## src/rtl/dram_cmd_issuer_if.sv

```systemverilog
// Shared request format, address-decode constants and the queue/issuer/logger handshake bundle.
package global_defs;
    localparam logic [31:0] COL_MASK    = 32'h3FF;
    localparam int          COL_OFFSET  = 0;
    localparam logic [31:0] BANK_MASK   = 32'h3;
    localparam int          BANK_OFFSET = 10;
    localparam logic [31:0] BG_MASK     = 32'h3;
    localparam int          BG_OFFSET   = 12;
    localparam logic [31:0] ROW_MASK    = 32'h7FFF;
    localparam int          ROW_OFFSET  = 14;

    localparam logic [2:0] CMD_NOP = 3'd0;
    localparam logic [2:0] CMD_ACT = 3'd1;
    localparam logic [2:0] CMD_RD  = 3'd2;
    localparam logic [2:0] CMD_WR  = 3'd3;
    localparam logic [2:0] CMD_PRE = 3'd4;

    typedef struct packed {
        logic [1:0]  opcode;
        logic [31:0] address;
    } parser_out_struct;
endpackage

interface dram_cmd_issuer_if;
    import global_defs::*;

    parser_out_struct req_in;
    logic             req_valid;
    logic             req_ready;
    logic             cmd_valid;
    logic [2:0]       cmd;
    logic [1:0]       cmd_bg;
    logic [1:0]       cmd_bank;
    logic [14:0]      cmd_row;
    logic [9:0]       cmd_col;
    logic             done;
    logic             drop_err;

    modport master (
        output req_in, req_valid,
        input  req_ready, cmd_valid, cmd, cmd_bg, cmd_bank, cmd_row, cmd_col, done, drop_err
    );
    modport slave (
        input  req_in, req_valid,
        output req_ready, cmd_valid, cmd, cmd_bg, cmd_bank, cmd_row, cmd_col, done, drop_err
    );
endinterface

```

## src/rtl/dram_cmd_issuer.sv

```systemverilog
// Decodes one queued request and issues its DDR4 ACT/RD/WR/PRE sequence on even CPU_clock slots.
// Define OPEN_PAGE_EN to keep rows open across transactions via a per-bg/bank open-row table.
module dram_cmd_issuer
    import global_defs::*;
#(
    parameter int TRCD   = 24,
    parameter int TCL    = 24,
    parameter int TCWL   = 20,
    parameter int TBURST = 4,
    parameter int TWR    = 20,
    parameter int TRP    = 24
) (
    input  logic             CPU_clock,
    input  logic             rst_n,
    dram_cmd_issuer_if.slave bus
);
    typedef enum logic [2:0] {IDLE, WAIT_SLOT, ACT, WAIT_RCD, CAS, WAIT_DATA, PRE, WAIT_RP} state_t;

    // Intervals in CPU cycles; all even so every command lands on a DRAM slot.
    localparam logic [15:0] T_RCD = 16'(2 * TRCD);
    localparam logic [15:0] T_RD  = 16'(2 * (TCL + TBURST));
    localparam logic [15:0] T_WR  = 16'(2 * (TCWL + TBURST + TWR));
    localparam logic [15:0] T_RP  = 16'(2 * TRP);

    state_t      state_q, state_d, first_q, first_d, go;
    logic        phase_q;
    logic [15:0] timer_q, timer_d;
    logic [1:0]  bg_q, bg_d, bank_q, bank_d;
    logic [14:0] row_q, row_d;
    logic [9:0]  col_q, col_d;
    logic        wr_q, wr_d;
    logic [2:0]  cmd_q, cmd_d;
    logic [1:0]  out_bg_q, out_bg_d, out_bank_q, out_bank_d;
    logic [14:0] out_row_q, out_row_d;
    logic [9:0]  out_col_q, out_col_d;
    logic        done_q, done_d, drop_q, drop_d, ready_q;

    logic [1:0]  dec_bg, dec_bank;
    logic [14:0] dec_row;
    logic [9:0]  dec_col;

    assign dec_bg   = 2'((bus.req_in.address >> BG_OFFSET) & BG_MASK);
    assign dec_bank = 2'((bus.req_in.address >> BANK_OFFSET) & BANK_MASK);
    assign dec_row  = 15'((bus.req_in.address >> ROW_OFFSET) & ROW_MASK);
    assign dec_col  = 10'((bus.req_in.address >> COL_OFFSET) & COL_MASK);

`ifdef OPEN_PAGE_EN
    logic [15:0] open_vld_q;
    logic [14:0] open_row_q [16];
    logic [3:0]  dec_idx;

    assign dec_idx = {dec_bg, dec_bank};

    always_comb begin
        if (!open_vld_q[dec_idx])                  go = ACT;
        else if (open_row_q[dec_idx] == dec_row)   go = CAS;
        else                                       go = PRE;
    end

    always_ff @(posedge CPU_clock) begin
        if (!rst_n) begin
            open_vld_q <= '0;
            for (int i = 0; i < 16; i++) open_row_q[i] <= '0;
        end else if (cmd_d == CMD_ACT) begin
            open_vld_q[{bg_d, bank_d}] <= 1'b1;
            open_row_q[{bg_d, bank_d}] <= row_d;
        end
    end
`else
    assign go = ACT;
`endif

    always_comb begin
        state_d    = state_q;
        first_d    = first_q;
        timer_d    = timer_q;
        bg_d       = bg_q;
        bank_d     = bank_q;
        row_d      = row_q;
        col_d      = col_q;
        wr_d       = wr_q;
        cmd_d      = CMD_NOP;
        out_bg_d   = '0;
        out_bank_d = '0;
        out_row_d  = '0;
        out_col_d  = '0;
        done_d     = 1'b0;
        drop_d     = 1'b0;
        case (state_q)
            IDLE: if (bus.req_valid) begin
                if (bus.req_in.opcode > 2'd2) begin
                    drop_d = 1'b1;
                end else begin
                    bg_d   = dec_bg;
                    bank_d = dec_bank;
                    row_d  = dec_row;
                    col_d  = dec_col;
                    wr_d   = (bus.req_in.opcode == 2'd1);
                    // Odd cycle now means the next cycle is a command slot.
                    if (phase_q) begin
                        state_d = go;
                    end else begin
                        state_d = WAIT_SLOT;
                        first_d = go;
                    end
                end
            end
            WAIT_SLOT: state_d = first_q;
            ACT: begin state_d = WAIT_RCD;  timer_d = timer_q - 16'd1; end
            CAS: begin state_d = WAIT_DATA; timer_d = timer_q - 16'd1; end
            PRE: begin state_d = WAIT_RP;   timer_d = timer_q - 16'd1; end
            WAIT_RCD:
                if (timer_q == 16'd1) state_d = CAS;
                else                  timer_d = timer_q - 16'd1;
            WAIT_DATA:
                if (timer_q == 16'd1) begin
`ifdef OPEN_PAGE_EN
                    state_d = IDLE;
                    done_d  = 1'b1;
`else
                    state_d = PRE;
`endif
                end else timer_d = timer_q - 16'd1;
            WAIT_RP:
                if (timer_q == 16'd1) begin
`ifdef OPEN_PAGE_EN
                    state_d = ACT;
`else
                    state_d = IDLE;
                    done_d  = 1'b1;
`endif
                end else timer_d = timer_q - 16'd1;
            default: state_d = IDLE;
        endcase

        if (bus.req_valid && !ready_q) drop_d = 1'b1;

        // Command states are entered for exactly one cycle, so entry is the issue point.
        case (state_d)
            ACT: begin
                cmd_d      = CMD_ACT;
                timer_d    = T_RCD;
                out_bg_d   = bg_d;
                out_bank_d = bank_d;
                out_row_d  = row_d;
            end
            CAS: begin
                cmd_d      = wr_d ? CMD_WR : CMD_RD;
                timer_d    = wr_d ? T_WR : T_RD;
                out_bg_d   = bg_d;
                out_bank_d = bank_d;
                out_col_d  = col_d;
            end
            PRE: begin
                cmd_d      = CMD_PRE;
                timer_d    = T_RP;
                out_bg_d   = bg_d;
                out_bank_d = bank_d;
            end
            default: ;
        endcase
    end

    always_ff @(posedge CPU_clock) begin
        if (!rst_n) begin
            state_q    <= IDLE;
            first_q    <= IDLE;
            phase_q    <= 1'b0;
            timer_q    <= '0;
            bg_q       <= '0;
            bank_q     <= '0;
            row_q      <= '0;
            col_q      <= '0;
            wr_q       <= 1'b0;
            cmd_q      <= CMD_NOP;
            out_bg_q   <= '0;
            out_bank_q <= '0;
            out_row_q  <= '0;
            out_col_q  <= '0;
            done_q     <= 1'b0;
            drop_q     <= 1'b0;
            ready_q    <= 1'b1;
        end else begin
            state_q    <= state_d;
            first_q    <= first_d;
            phase_q    <= ~phase_q;
            timer_q    <= timer_d;
            bg_q       <= bg_d;
            bank_q     <= bank_d;
            row_q      <= row_d;
            col_q      <= col_d;
            wr_q       <= wr_d;
            cmd_q      <= cmd_d;
            out_bg_q   <= out_bg_d;
            out_bank_q <= out_bank_d;
            out_row_q  <= out_row_d;
            out_col_q  <= out_col_d;
            done_q     <= done_d;
            drop_q     <= drop_d;
            ready_q    <= (state_d == IDLE);
        end
    end

    assign bus.req_ready = ready_q;
    assign bus.cmd_valid = (cmd_q != CMD_NOP);
    assign bus.cmd       = cmd_q;
    assign bus.cmd_bg    = out_bg_q;
    assign bus.cmd_bank  = out_bank_q;
    assign bus.cmd_row   = out_row_q;
    assign bus.cmd_col   = out_col_q;
    assign bus.done      = done_q;
    assign bus.drop_err  = drop_q;
endmodule

```

## src/flat_wrapper.sv

```systemverilog
// flat-port wrapper written by rule: the top's interface ports become plain ports
module dram_cmd_issuer_flat import global_defs::*;
#(
    parameter int TRCD   = 24,
    parameter int TCL    = 24,
    parameter int TCWL   = 20,
    parameter int TBURST = 4,
    parameter int TWR    = 20,
    parameter int TRP    = 24
)
  (CPU_clock, rst_n, bus_req_in, bus_req_valid, bus_req_ready, bus_cmd_valid, bus_cmd, bus_cmd_bg, bus_cmd_bank, bus_cmd_row, bus_cmd_col, bus_done, bus_drop_err);
  dram_cmd_issuer_if bus_i ();
  input  logic CPU_clock;
  input  logic rst_n;
  input wire logic [$bits(bus_i.req_in)-1:0] bus_req_in;
  input wire logic [$bits(bus_i.req_valid)-1:0] bus_req_valid;
  output wire logic [$bits(bus_i.req_ready)-1:0] bus_req_ready;
  output wire logic [$bits(bus_i.cmd_valid)-1:0] bus_cmd_valid;
  output wire logic [$bits(bus_i.cmd)-1:0] bus_cmd;
  output wire logic [$bits(bus_i.cmd_bg)-1:0] bus_cmd_bg;
  output wire logic [$bits(bus_i.cmd_bank)-1:0] bus_cmd_bank;
  output wire logic [$bits(bus_i.cmd_row)-1:0] bus_cmd_row;
  output wire logic [$bits(bus_i.cmd_col)-1:0] bus_cmd_col;
  output wire logic [$bits(bus_i.done)-1:0] bus_done;
  output wire logic [$bits(bus_i.drop_err)-1:0] bus_drop_err;
  assign bus_i.req_in = bus_req_in;
  assign bus_i.req_valid = bus_req_valid;
  assign bus_req_ready = bus_i.req_ready;
  assign bus_cmd_valid = bus_i.cmd_valid;
  assign bus_cmd = bus_i.cmd;
  assign bus_cmd_bg = bus_i.cmd_bg;
  assign bus_cmd_bank = bus_i.cmd_bank;
  assign bus_cmd_row = bus_i.cmd_row;
  assign bus_cmd_col = bus_i.cmd_col;
  assign bus_done = bus_i.done;
  assign bus_drop_err = bus_i.drop_err;
  dram_cmd_issuer #(.TRCD(TRCD), .TCL(TCL), .TCWL(TCWL), .TBURST(TBURST), .TWR(TWR), .TRP(TRP)) u_core (.CPU_clock(CPU_clock), .rst_n(rst_n), .bus(bus_i));
endmodule
```

## config.mk

```make
export PLATFORM = sky130hd
export DESIGN_NAME = dram_cmd_issuer_flat
export DESIGN_NICKNAME = d
export VERILOG_FILES = /design/src/rtl/dram_cmd_issuer_if.sv /design/src/rtl/dram_cmd_issuer.sv /design/src/flat_wrapper.sv
export SDC_FILE = /design/constraint.sdc
export NUM_CORES = 1
export LEC_CHECK = 0
export ABC_AREA = 1
export BUFFER_PORTS_ARGS = -buffer_cell sky130_fd_sc_hd__buf_2
export CAP_MARGIN = 20
export CORE_MARGIN = 2
export CORE_UTILIZATION = 50
export DETAILED_ROUTE_END_ITERATION = 6
export HOLD_SLACK_MARGIN = 0.1
export PLACE_DENSITY = 0.78
export SETUP_SLACK_MARGIN = 0.3
export SYNTH_ARGS = -nofsm -noshare
export SYNTH_HDL_FRONTEND = slang
export SYNTH_SLANG_ARGS = --single-unit
```

## constraint.sdc

```tcl
create_clock -name CPU_clock -period 3.9 [get_ports CPU_clock]
set_clock_uncertainty 0.2 [all_clocks]
set_input_delay 0.39 -clock CPU_clock [delete_from_list [all_inputs] [get_ports CPU_clock]]
set_output_delay 0.39 -clock CPU_clock [all_outputs]
set_load 0.005 [all_outputs]
```

==> metrics <==
status=completed; dominant cells by area after synthesis=dfxtp_1, nor2_1, nand2_1; syn avg cell area=8.58 sq um; Routed met1 length=a little over 3 mm; pin count of the biggest net entering global routing=24; number of remaining DRC errors=0; global-route wire length before repair=between 10 and 15 mm; Critical Path RT=roughly 3.9 ns; Clock transition at path regs=about 0.090 ns; input/output buffers=69; clk sinks=between 80 and 90; most frequent cell after synthesis=dfxtp_1; routed wire length=6.89 mm; Mapped Cells=392; # setup viols final=0; core area=~6400 sq um; DR WL met3=approximately 450 microns; hold-critical path depth=3; DR iter-0 viols=126; global route overflow=0; power after layout=about 0.0022 W; worst rel slew slack=0.573; critical-path maximum fanout=16; LEAKAGE=roughly 1.9 nW; Worst setup EP type=register; flop2flop setup slack=between 1 and 1.5 ns; Reg2Reg Depth=12; Pwr per Cell Area=between 500 and 600 nW/um^2; peak supply drop=417 uV; crit path launch type=input port; Mapped Area=~3400 sq um; placed insts=between 500 and 600; final setup margin=between 0.9 and 1 ns; initial antenna violation count=0; total track usage=0.197; Fmax=approximately 0.34 GHz; CP Class=input port to register; ys flop type=dfxtp_1; Clock H-tree levels=3; YS warnings=0; Synth top area share=0.512; Starting Density=0.524; Worst Path Arrival=between 2 and 3 ns; post-route cell area=slightly above 4000 sq um; Mapped Nets=about 430; nets@finish=~510; clock buffer depth=2; unique cell type count in the Yosys netlist=33; Synth async-reset ratio=0; postcts setup bufs=0; via count=2796; area of the multi-input gates=around 1400 sq um; area of all sequential standard cells=roughly 1700 sq um; full die area=around 7400 sq um; Max Slew Vio Count=0; n_diodes=0; global placement routability congestion=0.877; DR vias/cell=between 5 and 6; # rows=29; clk_lat worst skew=approximately 0.35 ns; Die Y=~86 microns; top layer in use=met4; Yosys reg bits=86; layout cells sized above 1=0.274; min-delay worst type=input port to register; measured slew at the worst slew-check pin=about 0.64 ns; number of synthesized flops with an enable pin=0; DR WL met2=3.32 mm; IO Pins=between 70 and 80; area leader, netlist=dfxtp_1; DP Area=roughly 3700 sq um; width of the die=86.0 microns; Avg WL per Cell=about 12 microns; first-pass iteration count of the detailed router=4; CTS Buf Count=9; Final Critical Period=2.90 ns; filler instances=520; most frequent cells after synthesis=dfxtp_1, nor2_1, nand2_1, inv_1, mux2i_1; fin cells=approximately 560; clock root buffer=clkbuf_8; dpl ws=~1.2 ns; antenna viol nets, final=0; Hold Fails Final Rpt=0; Max-Cap Viols=0; hpwl dp=4.72 mm; number of global-route vias before repair=roughly 2700; RSZ-0062 raised after global routing=no; setup tns final=0 ns; Final period util=0.744; Syn-to-layout area delta=22.5%; Seq/Total Area, Yosys=0.512; CTS tree=done
==> cells in the final DEF (no fill, tap or decap), types with 2 or more instances in the layout <==
master,n
a21oi_1,13
buf_2,69
buf_4,2
bufinv_16,3
clkbuf_8,9
clkinvlp_4,3
dfxtp_1,86
dlygate4sd3_1,14
ha_1,2
inv_1,27
inv_2,4
mux2i_1,16
nand2_1,46
nand2_2,5
nand3_1,10
nand3_4,2
nand4_1,15
nor2_1,81
nor2_2,15
nor2_4,2
nor3_1,7
nor3_2,9
nor4_1,2
o21ai_0,14
or2_2,3
xnor2_1,5
xor2_1,5
==> cell type report <==
cell class | count | share of cell area
Sequential cell | 86 | 0.418
Clock buffer | 9 | 0.0301
Tap cell | 77 | 0.0234
Multi-Input combinational cell | 259 | 0.349
Clock inverter | 7 | 0.0294
Timing Repair Buffer | 85 | 0.121
Inverter | 32 | 0.0291
==> cell families (layout without fill, tap and decap cells) <==
group           Yosys count  after routing  synth area share
simple gates            202            202             0.301
flops                    86             86             0.512
buf+inv                  47            133            0.0610
compound gates           29             29            0.0450
mux                      16             16            0.0476
xor+xnor                 10             10            0.0260
fa+ha+maj                 2              2           0.00744
==> worst max-delay path: stages <==
cell and delay (ns):
dlygate4sd3_1 0.53, buf_2 0.11, inv_1 0.03, nor2_1 0.12
nand2_1 0.09, nand2_1 0.40, inv_1 0.36, nor2_2 0.33
nor2_8 0.06, nand2_4 0.17, inv_2 0.07, nand3_4 0.19
nor2_1 0.07
==> repair_timing <==
| item | 4_1_cts | 5_1_grt |
|---|---|---|
| hold buffers | 12 | 2 |
| endpoints found under the hold margin | 12 | 2 |
| endpoints found under the setup margin | 0 | 0 |
| gates resized for setup | 0 | 0 |
==> layer usage <==
layer / GRT usage / up-vias
li1: - / 1418
met1: 0.235 / 1295
met2: 0.336 / 77
met3: 0.0722 / 6
met4: 0.0447 / 0
met5: 0 / -
==> metrics by stage <==
stage | hold slack, ns | utilization
6_report | 0.122 | 0.642
5_1_grt | 0.115 | 0.642
4_1_cts | 0.101 | 0.639
3_5_place_dp | 0.252 | 0.582
3_3_place_gp | 0.234 | 0.582
2_1_floorplan | 0.224 | -
==> flip-flops by register name, summed over array words and instances (netlist names) <==
name / count
u_core.timer_q: 16
u_core.bus.cmd_row: 15
u_core.row_q: 15
u_core.bus.cmd_col: 10
u_core.col_q: 10
u_core.bus.cmd: 3
u_core.state_q: 3
u_core.bank_q: 2
u_core.bg_q: 2
u_core.bus.cmd_bank: 2
u_core.bus.cmd_bg: 2
u_core.bus.done: 1
u_core.bus.drop_err: 1
u_core.bus.req_ready: 1
u_core.first_q: 1
u_core.phase_q: 1
u_core.wr_q: 1
==> report_power, final <==
group	leakage [nW]	switching, W	total [W]	internal, W
registers	0.702	0.0000381	0.000984	0.000946
logic	1.13	0.000285	0.000462	0.000178
clock network	0.112	0.000320	0.000747	0.000427
total	1.94	0.000643	0.00219	0.00155
==> worst paths after layout <==
path / startpoint / endpoint
hold / removal: bus_req_in[21] / u_core.row_q[7]
setup reg to reg: u_core.state_q[2] / u_core.bus.cmd_row[1]
hold reg to reg: u_core.phase_q / u_core.phase_q
setup / recovery: bus_req_valid / u_core.bus.cmd_row[1]
Power figures use the tool's default switching activity.
